File: src/rtl/wrr_pkg.sv
// Shared definitions for the 16-way weighted round-robin TX scheduler.
package wrr_pkg;
    localparam int N_REQ = 16;
    localparam int IDX_W = 4;
    localparam int WGT_W = 4;
    localparam logic [WGT_W-1:0] WGT_RST = WGT_W'(1);

    typedef enum logic [1:0] {IDLE, ARB, OFFER, SERVE} state_t;

    function automatic logic [IDX_W-1:0] oh2idx(input logic [N_REQ-1:0] oh);
        logic [IDX_W-1:0] idx;
        idx = '0;
        for (int i = 0; i < N_REQ; i++) begin
            if (oh[i]) idx = idx | IDX_W'(i);
        end
        return idx;
    endfunction
endpackage

File: src/rtl/rr_pick_16.sv
// Combinational rotating-priority picker: first eligible requester strictly after last_idx.
module rr_pick_16
    import wrr_pkg::*;
(
    input  logic [N_REQ-1:0] elig,
    input  logic [IDX_W-1:0] last_idx,
    output logic [N_REQ-1:0] pick_onehot,
    output logic [IDX_W-1:0] pick_idx,
    output logic             pick_any
);
    logic [2*N_REQ-1:0] dbl;
    logic [2*N_REQ-1:0] masked;
    logic [2*N_REQ-1:0] first;

    // The upper copy of elig lets the search wrap, and still reaches last_idx itself last.
    always_comb begin
        dbl         = {elig, elig};
        masked      = dbl & ~(((2*N_REQ)'(2) << last_idx) - (2*N_REQ)'(1));
        first       = masked & (~masked + (2*N_REQ)'(1));
        pick_onehot = first[N_REQ-1:0] | first[2*N_REQ-1:N_REQ];
        pick_idx    = oh2idx(pick_onehot);
        pick_any    = |elig;
    end
endmodule

File: src/rtl/wrr_sched_16.sv
// Weighted round-robin scheduler granting the TX packet engine to one of 16 requesters.
module wrr_sched_16
    import wrr_pkg::*;
(
    input  logic             sys_clk,
    input  logic             sys_rst,
    input  logic             cfg_wr_en,
    input  logic [IDX_W-1:0] cfg_wr_idx,
    input  logic [WGT_W-1:0] cfg_wr_weight,
    input  logic [N_REQ-1:0] sched_req,
    input  logic             eng_ready,
    input  logic             pkt_done,
    output logic             grant_valid,
    output logic [N_REQ-1:0] grant_onehot,
    output logic [IDX_W-1:0] grant_idx,
    output logic             busy,
    output logic             err_stray
);
    state_t           state, state_nxt;
    logic [IDX_W-1:0] last_idx, last_idx_nxt;
    logic [WGT_W-1:0] credit, credit_nxt;
    logic [WGT_W-1:0] weight [N_REQ];
    logic [N_REQ-1:0] elig, pick_onehot, onehot_nxt;
    logic [IDX_W-1:0] pick_idx, idx_nxt;
    logic             pick_any;

    always_comb begin
        elig = '0;
        for (int i = 0; i < N_REQ; i++) begin
            elig[i] = sched_req[i] && (weight[i] != '0);
        end
    end

    rr_pick_16 u_pick (
        .elig        (elig),
        .last_idx    (last_idx),
        .pick_onehot (pick_onehot),
        .pick_idx    (pick_idx),
        .pick_any    (pick_any)
    );

    always_comb begin
        state_nxt    = state;
        onehot_nxt   = grant_onehot;
        idx_nxt      = grant_idx;
        credit_nxt   = credit;
        last_idx_nxt = last_idx;
        case (state)
            IDLE: begin
                if (pick_any) state_nxt = ARB;
            end
            ARB: begin
                if (pick_any) begin
                    onehot_nxt = pick_onehot;
                    idx_nxt    = pick_idx;
                    state_nxt  = OFFER;
                end else begin
                    onehot_nxt = '0;
                    idx_nxt    = '0;
                    state_nxt  = IDLE;
                end
            end
            OFFER: begin
                if (eng_ready) begin
                    credit_nxt = weight[grant_idx];
                    state_nxt  = SERVE;
                end
            end
            SERVE: begin
                if (pkt_done) begin
                    credit_nxt = (credit == '0) ? '0 : credit - WGT_W'(1);
                    // A zero credit (weight cleared while offered) behaves like one packet.
                    if (credit <= WGT_W'(1) || !sched_req[grant_idx]) begin
                        last_idx_nxt = grant_idx;
                        if (pick_any) begin
                            state_nxt = ARB;
                        end else begin
                            state_nxt  = IDLE;
                            onehot_nxt = '0;
                            idx_nxt    = '0;
                        end
                    end
                end
            end
            default: state_nxt = IDLE;
        endcase
    end

    always_ff @(posedge sys_clk) begin
        if (sys_rst) begin
            state        <= IDLE;
            last_idx     <= '1;
            credit       <= '0;
            grant_onehot <= '0;
            grant_idx    <= '0;
            grant_valid  <= 1'b0;
            busy         <= 1'b0;
            err_stray    <= 1'b0;
            for (int i = 0; i < N_REQ; i++) begin
                weight[i] <= WGT_RST;
            end
        end else begin
            state        <= state_nxt;
            last_idx     <= last_idx_nxt;
            credit       <= credit_nxt;
            grant_onehot <= onehot_nxt;
            grant_idx    <= idx_nxt;
            grant_valid  <= (state_nxt == OFFER);
            busy         <= (state_nxt == OFFER) || (state_nxt == SERVE);
            err_stray    <= err_stray | (pkt_done && (state != SERVE));
            if (cfg_wr_en) weight[cfg_wr_idx] <= cfg_wr_weight;
        end
    end
endmodule

File: config.mk
export PLATFORM = sky130hd
export DESIGN_NAME = wrr_sched_16
export DESIGN_NICKNAME = d
export VERILOG_FILES = /design/src/rtl/wrr_pkg.sv /design/src/rtl/rr_pick_16.sv /design/src/rtl/wrr_sched_16.sv
export SDC_FILE = /design/constraint.sdc
export NUM_CORES = 1
export LEC_CHECK = 0
export BUFFER_PORTS_ARGS = -buffer_cell sky130_fd_sc_hd__clkbuf_2
export CELL_PAD_IN_SITES_DETAIL_PLACEMENT = 0
export CELL_PAD_IN_SITES_GLOBAL_PLACEMENT = 1
export CORE_ASPECT_RATIO = 1.4
export CORE_MARGIN = 2
export CORE_UTILIZATION = 35
export DETAILED_ROUTE_END_ITERATION = 10
export PLACE_DENSITY = 0.68
export SETUP_SLACK_MARGIN = 0.2
export SLEW_MARGIN = 10
export SYNTH_ARGS = -nofsm -noshare
export SYNTH_HDL_FRONTEND = slang
export SYNTH_HIERARCHICAL = 1
export SYNTH_SLANG_ARGS = --single-unit
File: constraint.sdc
create_clock -name sys_clk -period 3.51 [get_ports sys_clk]
set_clock_uncertainty 0.05 [all_clocks]
set_input_delay 0.1755 -clock sys_clk [delete_from_list [all_inputs] [get_ports sys_clk]]
set_output_delay 0.1755 -clock sys_clk [all_outputs]
set_load 0.005 [all_outputs]
Yosys cells after proc, flatten, opt, wreduce, memory -nomap -nowiden
Memory sizes are Yosys's and may differ from the RTL's. A register that Yosys moved wholly into a read port is not among the register bits.
Cells that the tools add are included.

cells by class
  shift operators = 1
  bitwise gates (word level) = 6
  muxes and demuxes = 48
  reductions and logical operators = 45
  add/subtract/negate cells = 3
  equality and inequality tests = 10
  $lt $le $gt $ge = 2

operator list
  cell                   count
  $mux 4                 19
  $and 32x32->32         2
  $mux 16                4
  $not 32->32            2
  $reduce_bool 4->1      16
  $add 32x1->32 const B  1
  $pmux 16 s2            1
  $shl 2x4->32 const A   1
  $sub 32x1->32 const B  1
  $logic_and 1x1->1      17
  $or 16x16->16          1
  $pmux 4 s2             2
  $reduce_or 16->1       1
  $mux 2                 7
  $mux 3                 4
  $ne 2x2->1 const B     5
  $mux 1                 9
  $eq 2x2->1 const B     4
  $pmux 2 s4             1
  $reduce_and 3->1       2
  $lt 4x5->1 const B     1
  $bmux 1 s4             1
  $le 4x1->1 const B     1
  $logic_not 4->1        1
  other kinds (9)        11

storage, ports and cells
  memory bits (writable) = 64
  memories = 1
  output and inout bits = 23
  register bits after elaboration = 33

memory list
  name    words  bits a word  read ports  clocked after memory_dff  write ports  RTL line            source
  weight  16     4            17          1                         16           wrr_sched_16.sv:22  logic [WGT_W-1:0] weight [N_REQ];

Logic depth before layout (Yosys ltp)
Gate-level depths: netlist of run 1.

  word-level depth = 27
  gate-level depth with buffers = 13

By module
Netlist of run 1, hierarchy kept.

modules (own cells, without submodules)
  module        cells each  area an instance (sq um)  times used
  wrr_sched_16  352         4699.5                    1
  rr_pick_16    162         1024.7                    1

Least setup slack after synthesis of run 1
No wires, ideal clock.

  kind = register to register
  start point = reg last_idx[2]
  end point = reg with a tool-made name
  path slack = 616 ps
  arrival time = 2724 ps
  buffers on the path = 2
  required time = 3339 ps
  setup time = 121 ps
  stages on the path, launching flop included = 14
  cells stage by stage = dfxtp_1 buf_2 nor2_1 nand3b_1 ha_1 clkbuf_1 and2_1 o21ai_0 nand3_1 nand2_1 nor4_1 o311ai_0 nand4_1 a22o_1

RTL lines
  item                    RTL line             source
  start, declared         wrr_sched_16.sv:20   logic [IDX_W-1:0] last_idx, last_idx_nxt;
  start signal, assigned  wrr_sched_16.sv:104  last_idx <= last_idx_nxt;

==> flow_summary.rst, run 1 <==
.. list-table::
   :header-rows: 1

   * - Metric
     - Value
   * - Synthesized net count
     - 544
   * - Root buffer selected by CTS
     - clkbuf_16
   * - Remaining max-slew budget at the tightest pin
     - 55.0%
   * - Non-filler instance count after layout
     - 767
   * - # setup viols final
     - 0
   * - Total of warnings raised by yosys
     - 6
   * - Worst vdd rail ir drop
     - 210 uV
   * - R2r setup slk
     - 0.35 ns
   * - Placeable Area
     - 16100 sq um
   * - Final standard cell utilization of the core
     - 40.2%
   * - Startpoint Class
     - flip-flop
   * - Count of pins over their slew limit
     - 0
   * - Site Rows
     - 55
   * - Total number of vias
     - 4436
   * - Max FO, Critical Path
     - 8
   * - Unrepaired setup endpoints after global routing
     - false
   * - Port Buffer Count
     - 51
   * - Number of buffers added to fix hold violations after cts
     - 0
   * - Vias in the first global route
     - 4446
   * - Data arrival time of the critical path
     - 3.39 ns
   * - Area fraction of the dominant cell type after synthesis
     - 33.6%
   * - Cell leakage power
     - 2.36 nW
   * - Initial cell density of the core
     - 35.5%
   * - Final Hold Violating Endpoints
     - 0
   * - Die Footprint
     - 17400 sq um
   * - Kind of capture point of the worst setup path
     - flip-flop
   * - Placed wire-length estimate after detailed placement
     - 12800 um
   * - Sum of negative setup slack
     - 0 ns
   * - Mean cell area of the mapped netlist
     - 11.1 sq um
   * - Critical path start-end classification
     - reg2reg
   * - Sinks on the clock net
     - 100
   * - # DRC
     - 0
   * - Post-synth top cells
     - 64 x edfxtp_1, 50 x and2_1, 49 x nor2_1
   * - Number of synthesized flops with an enable pin
     - 64
   * - Final period demand of the worst path
     - 3.16 ns
   * - Most numerous cell in the Yosys netlist
     - edfxtp_1
   * - Largest stage delay, worst path
     - 0.56 ns
   * - Final-layout fill cell count
     - 1603
   * - Die Span X
     - 112 um
   * - Synthesized flop and latch total
     - 100
   * - Leading register cell type out of synthesis
     - edfxtp_1
   * - Number of diodes added for antenna fixing
     - 0
   * - Num CTS Buffers
     - 9
   * - Run status
     - completed
   * - Routability congestion estimate from global placement
     - 0.917
   * - Total Routed Length
     - 16200 um
   * - Highest clock rate
     - 0.316 GHz
   * - Wire per inst
     - 21.1 um
   * - CP Cell Sequence
     - o41a_1, nor2b_1, a21oi_1, o21ai_0, nand3_1, o31ai_1, nor4_1, nand3b_1, a22o_1
   * - Post-synthesis cell type with the largest combined area
     - edfxtp_1
   * - Number of detailed-routing iterations run before antenna repair
     - 5
   * - Post-cts sizing count
     - 0
   * - Yosys cell types
     - 63
   * - Per-cell via count in the routed design
     - 5.78
   * - Level count of the clock H-tree
     - 3
   * - Post-route antenna net violation count
     - 0
   * - Post-route worst hold slack
     - 0.0504 ns
   * - Post-synthesis instance area
     - 5720 sq um
   * - Most area-consuming cells after synthesis
     - edfxtp_1 34%, dfxtp_1 13%, mux4_1 6.4%
   * - Initial drt markers
     - 323
   * - Ratio of final minimum period to clock period
     - 90.1%
   * - Critical path's slowest cell
     - o41a_1
   * - Actual transition at the worst max-transition pin
     - 0.673 ns
   * - Global-route wire length before repair
     - 24900 um
   * - Number of buffers on the longest clock path
     - 2
   * - Cell Pwr Density
     - 424 nW/um^2
   * - Clock transition time at the flip-flop clock pins of the worst setup and hold paths
     - 0.07 ns
   * - Initial antenna violation count
     - 0
   * - Min-delay worst type
     - in2reg
   * - Number of maximum-capacitance violations
     - 0
   * - Top-level port count
     - 52
   * - Global-route congestion overflow total
     - 0
   * - Number of buffers inserted to repair setup after CTS
     - 0
   * - Overall die height
     - 155 um
   * - Placed Cells incl. Taps
     - 751
   * - All-layer global routing usage
     - 18.7%
   * - Pin count of the biggest net entering global routing
     - 24
   * - Worst EP required
     - 3.74 ns
   * - Gate count after technology mapping
     - 514
   * - Share of cells above drive strength 1
     - 22.2%
   * - Share of async-settable or async-resettable flops after synthesis
     - 0%
   * - # nets final
     - 593
   * - Area added between synthesis and finish
     - 13.2%
   * - Worst skew pair latency
     - 0.34 ns
   * - Sequential area share after synthesis
     - 46.2%
   * - TritonCTS clock tree
     - built
## power breakdown
group,internal (mW),switching (mW),total (mW)
logic,0.179,0.232,0.411
clock network,0.494,0.454,0.948
registers,1.32,0.0706,1.39
total,1.99,0.757,2.75
## flip-flops by register name (all words and copies together), names as in the netlist, named ones only
register,cells
credit,4
err_stray,1
grant_onehot,16
weight,64
busy,1
grant_valid,1
grant_idx,4
last_idx,4
state,1
## logic make-up after synthesis
family	after synthesis	share of synthesized area [%]
adders and majority gates	1	0.219
buffers and inverters	35	3.54
xor gates and xnor gates	2	0.306
AOI/OAI and AO/OA	94	14.3
and+or+nand+nor	249	24.2
muxes	33	11.3
DFF	100	46.2
## worst paths after layout
| kind | startpoint | cells after the start | to |
|---|---|---|---|
| min | pkt_done | 3 | err_stray |
| max | weight[6][0] | 9 | grant_idx[1] |
| max reg2reg | weight[6][0] | 9 | grant_idx[1] |
| min reg2reg | err_stray | 2 | err_stray |
## metrics by stage
stage	power (mW)	area [sq um]	setup WS [ns]
after global placement	1.82	6170	0.277
after CTS	2.76	6450	0.256
after global routing	2.85	6480	0.226
after floorplan	1.67	5720	0.616
final	2.75	6480	0.349
after detailed placement	1.82	6170	0.284
## metal layers
| layer | share of wire, % | vias up | GRT usage (%) |
|---|---|---|---|
| met2 | 53 | 145 | 34.2 |
| met3 | 3.1 | 48 | 2.03 |
| met4 | 5.3 | 0 | 10.6 |
| met5 | 0 | - | 0 |
| met1 | 39 | 2157 | 21.0 |
| li1 | - | 2086 | - |
## cells in the final DEF, fill, tap and decap left out, types with 5 or more instances in the layout
cell type,n
edfxtp_1,64
nor3_1,18
buf_4,14
or3_1,16
nand2_1,30
or2_2,18
clkbuf_16,9
mux4_2,7
nand2b_1,14
dfxtp_1,36
and2_1,50
mux2i_1,12
a22o_1,20
inv_1,8
nand4_1,6
mux4_1,14
nor2_1,49
and3_1,5
a21oi_1,10
clkbuf_2,51
o41a_1,16
o21ai_0,8
nand3_1,14
## area by class of cell
type | instances | area [sq um] | share of cell area (%)
multi-input cells | 379 | 2920 | 45.0
flip-flops and latches | 100 | 2640 | 40.8
repair buffers | 65 | 360 | 5.56
well taps | 199 | 249 | 3.84
clock buffers | 10 | 229 | 3.53
clock inverters | 6 | 52.6 | 0.811
inverters | 8 | 30.0 | 0.463
## critical path, delay by kind of cell (launching register included)
kind / cells / cell delay (ns)
AO/OA/AOI/OAI: 5 / 1.80
AND/OR/NAND/NOR: 4 / 0.81
flip-flops: 1 / 0.43
No activity file was read; power rests on OpenSTA's default activity.
==> inputs of run 2 (changes only) <==
- CORE_ASPECT_RATIO: 1.4 -> not set
- SKIP_LAST_GASP: not set -> 1
==> flow_summary.rst, run 2 (same netlist as run 1, synthesis figures left out) <==
.. list-table::
   :header-rows: 1

   * - Metric
     - Value
   * - Run status
     - completed
   * - CP delay by family, top
     - simple AND/OR/NAND/NOR gates
   * - Minimum setup slack in the final design
     - 0.439 ns (+0.0906 ns)
   * - Worst vdd rail ir drop
     - 267 uV (+27%)
   * - Cell Pwr Density
     - 433 nW/um^2 (+2.1%)
   * - Ratio of final minimum period to clock period
     - 87.5% (-2.6 points)
   * - Max FO, Critical Path
     - 15 (+7)
   * - Per-cell via count in the routed design
     - 5.73 (-0.96%)
   * - Kind of capture point of the worst setup path
     - flip-flop
   * - Number of buffers on the longest clock path
     - 2 (unchanged)
   * - Largest stage delay, worst path
     - 0.60 ns (+0.04 ns)
   * - Post-route antenna net violation count
     - 0 (unchanged)
   * - Largest register FFs
     - 64 (unchanged)
   * - Level count of the clock H-tree
     - 3 (unchanged)
   * - Root buffer selected by CTS
     - clkbuf_16
   * - Unrepaired setup endpoints after global routing
     - false
   * - Largest registers ranked by flip-flop count
     - weight (64), grant_onehot (16)
   * - Wire per inst
     - 21.1 um (about the same)
   * - Reg with most FFs
     - weight
   * - Area added between synthesis and finish
     - 13.2% (about the same)
   * - Placed instance area
     - 6160 sq um (-0.14%)
   * - Critical path's slowest cell
     - or4b_1
   * - Global-route wire length before repair
     - 25600 um (+3.0%)
   * - HP Start
     - pkt_done
   * - Data arrival time of the critical path
     - 3.31 ns (-0.08 ns)
   * - Post-route worst hold slack
     - 0.0257 ns (-0.0247 ns)
   * - Overall die height
     - 132 um (-15%)
   * - Sinks on the clock net
     - 100 (unchanged)
   * - Site Rows
     - 46 (-16%)
   * - Critical path launch point
     - last_idx[1]
   * - Top-level port count
     - 52 (unchanged)
   * - All-layer global routing usage
     - 19.3% (+0.66 points)
   * - Final Hold Violating Endpoints
     - 0 (unchanged)
   * - Placed wire-length estimate after detailed placement
     - 12600 um (-1.3%)
   * - Placed Cells incl. Taps
     - 764 (+1.7%)
   * - Remaining max-slew budget at the tightest pin
     - 32.2% (-23 points)
   * - # DRC
     - 0 (unchanged)
   * - Most common cell after layout, fill and taps aside
     - edfxtp_1
   * - Number of maximum-capacitance violations
     - 0 (unchanged)
   * - Library cell appearing most often on the critical path
     - nor2_1
   * - Worst skew pair latency
     - 0.36 ns (+0.02 ns)
   * - Design area
     - 6480 sq um (about the same)
   * - Count of pins over their slew limit
     - 0 (unchanged)
   * - Cell leakage power
     - 2.35 nW (-0.62%)
   * - Placeable Area
     - 15900 sq um (-0.99%)
   * - Number of buffers added to fix hold violations after cts
     - 0 (unchanged)
   * - Actual transition at the worst max-transition pin
     - 1.01 ns (+0.340 ns)
   * - Worst EP required
     - 3.75 ns (about the same)
   * - Number of diodes added for antenna fixing
     - 0 (unchanged)
   * - Share of cells above drive strength 1
     - 21.3% (-0.91 points)
   * - Worst slack at placement
     - 0.284 ns (-0.000412 ns)
   * - Min-delay worst type
     - in2reg
   * - Initial drt markers
     - 408 (+26%)
   * - Number of detailed-routing iterations run before antenna repair
     - 6 (+1)
   * - CP Cell Sequence
     - nor2_1, nand2_1, ha_2, or4b_1, o211a_2, nor2_1, nand4_1, o31ai_2, nor4_2, nand3b_1, a22o_1
   * - Final period demand of the worst path
     - 3.07 ns (-0.0906 ns)
   * - Startpoint Class
     - flip-flop
   * - Final-layout fill cell count
     - 1598 (-0.31%)
   * - Clock transition time at the flip-flop clock pins of the worst setup and hold paths
     - 0.07 ns (about the same)
   * - Num CTS Buffers
     - 9 (unchanged)
   * - Highest clock rate
     - 0.326 GHz (+3.0%)
   * - Commonest non-fill, non-tap cells in the layout
     - 64 x edfxtp_1, 51 x clkbuf_2, 50 x and2_1, 49 x nor2_1, 35 x dfxtp_1
   * - Global-route congestion overflow total
     - 0 (unchanged)
   * - Total number of vias
     - 4468 (+0.72%)
   * - Initial antenna violation count
     - 0 (unchanged)
   * - Bufs and invs on worst path
     - 0 (unchanged)
   * - # nets final
     - 589 (-0.67%)
   * - Vias in the first global route
     - 4267 (-4.0%)
   * - Port Buffer Count
     - 51 (unchanged)
   * - Die Footprint
     - 17400 sq um (about the same)
   * - Die Span X
     - 132 um (+18%)
   * - Overall Power
     - 2.80 mW (+2.0%)
   * - # setup viols final
     - 0 (unchanged)
   * - Total Routed Length
     - 16400 um (+1.8%)
   * - Final standard cell utilization of the core
     - 40.6% (+0.38 points)
   * - TritonCTS clock tree
     - built
   * - Non-filler instance count after layout
     - 780 (+1.7%)
   * - Sum of negative setup slack
     - 0 ns (unchanged)
   * - Source of the worst register-to-register timing path
     - last_idx[1]
   * - Critical path start-end classification
     - reg2reg
   * - Routability congestion estimate from global placement
     - 0.881 (-4.0%)
   * - Initial cell density of the core
     - 35.9% (+0.36 points)
   * - Pin count of the biggest net entering global routing
     - 22 (-8.3%)
-- run 2: worst paths after layout --
path              slack, ns  cells past startpoint            to
hold reg to reg        0.42                      2     err_stray
setup / recovery       0.44                     11  grant_idx[2]
setup reg to reg       0.44                     11  grant_idx[2]
hold / removal         0.03                      3     err_stray
-- run 2: cell type report --
class / count / area (sq um) / share of cell area, %
Clock inverter: 7 / 73.8 / 1.14
Inverter: 8 / 30.0 / 0.464
Clock buffer: 9 / 225 / 3.48
Multi-Input combinational cell: 379 / 2900 / 44.8
Timing Repair Buffer: 61 / 330 / 5.10
Sequential cell: 100 / 2640 / 40.8
Tap cell: 216 / 270 / 4.17
-- run 2: power by group --
group / total, mW / switching [mW] / internal (mW)
clock network: 1.01 / 0.450 / 0.556
registers: 1.39 / 0.0777 / 1.32
logic: 0.401 / 0.226 / 0.175
total: 2.80 / 0.753 / 2.05
-- run 2: metal layers --
layer | vias up | global-route usage, % | share of wire (%)
met5 | - | 0 | 0
met4 | 0 | 5.50 | 1.5
met3 | 16 | 3.50 | 5.7
met2 | 167 | 31.8 | 49
met1 | 2196 | 26.2 | 44
li1 | 2089 | - | -
-- run 2: tightest hold or removal path: cells and delay by family --
kind | cells | cell delay (ns)
AND/OR/NAND/NOR | 1 | 0.07
AO/OA/AOI/OAI | 1 | 0.06
buffers and inverters | 1 | 0.10
-- run 2: what timing repair did --
item,in CTS,in global routing
endpoints found under the setup margin,0,24
resized for setup,0,6
buffers inserted,0,0
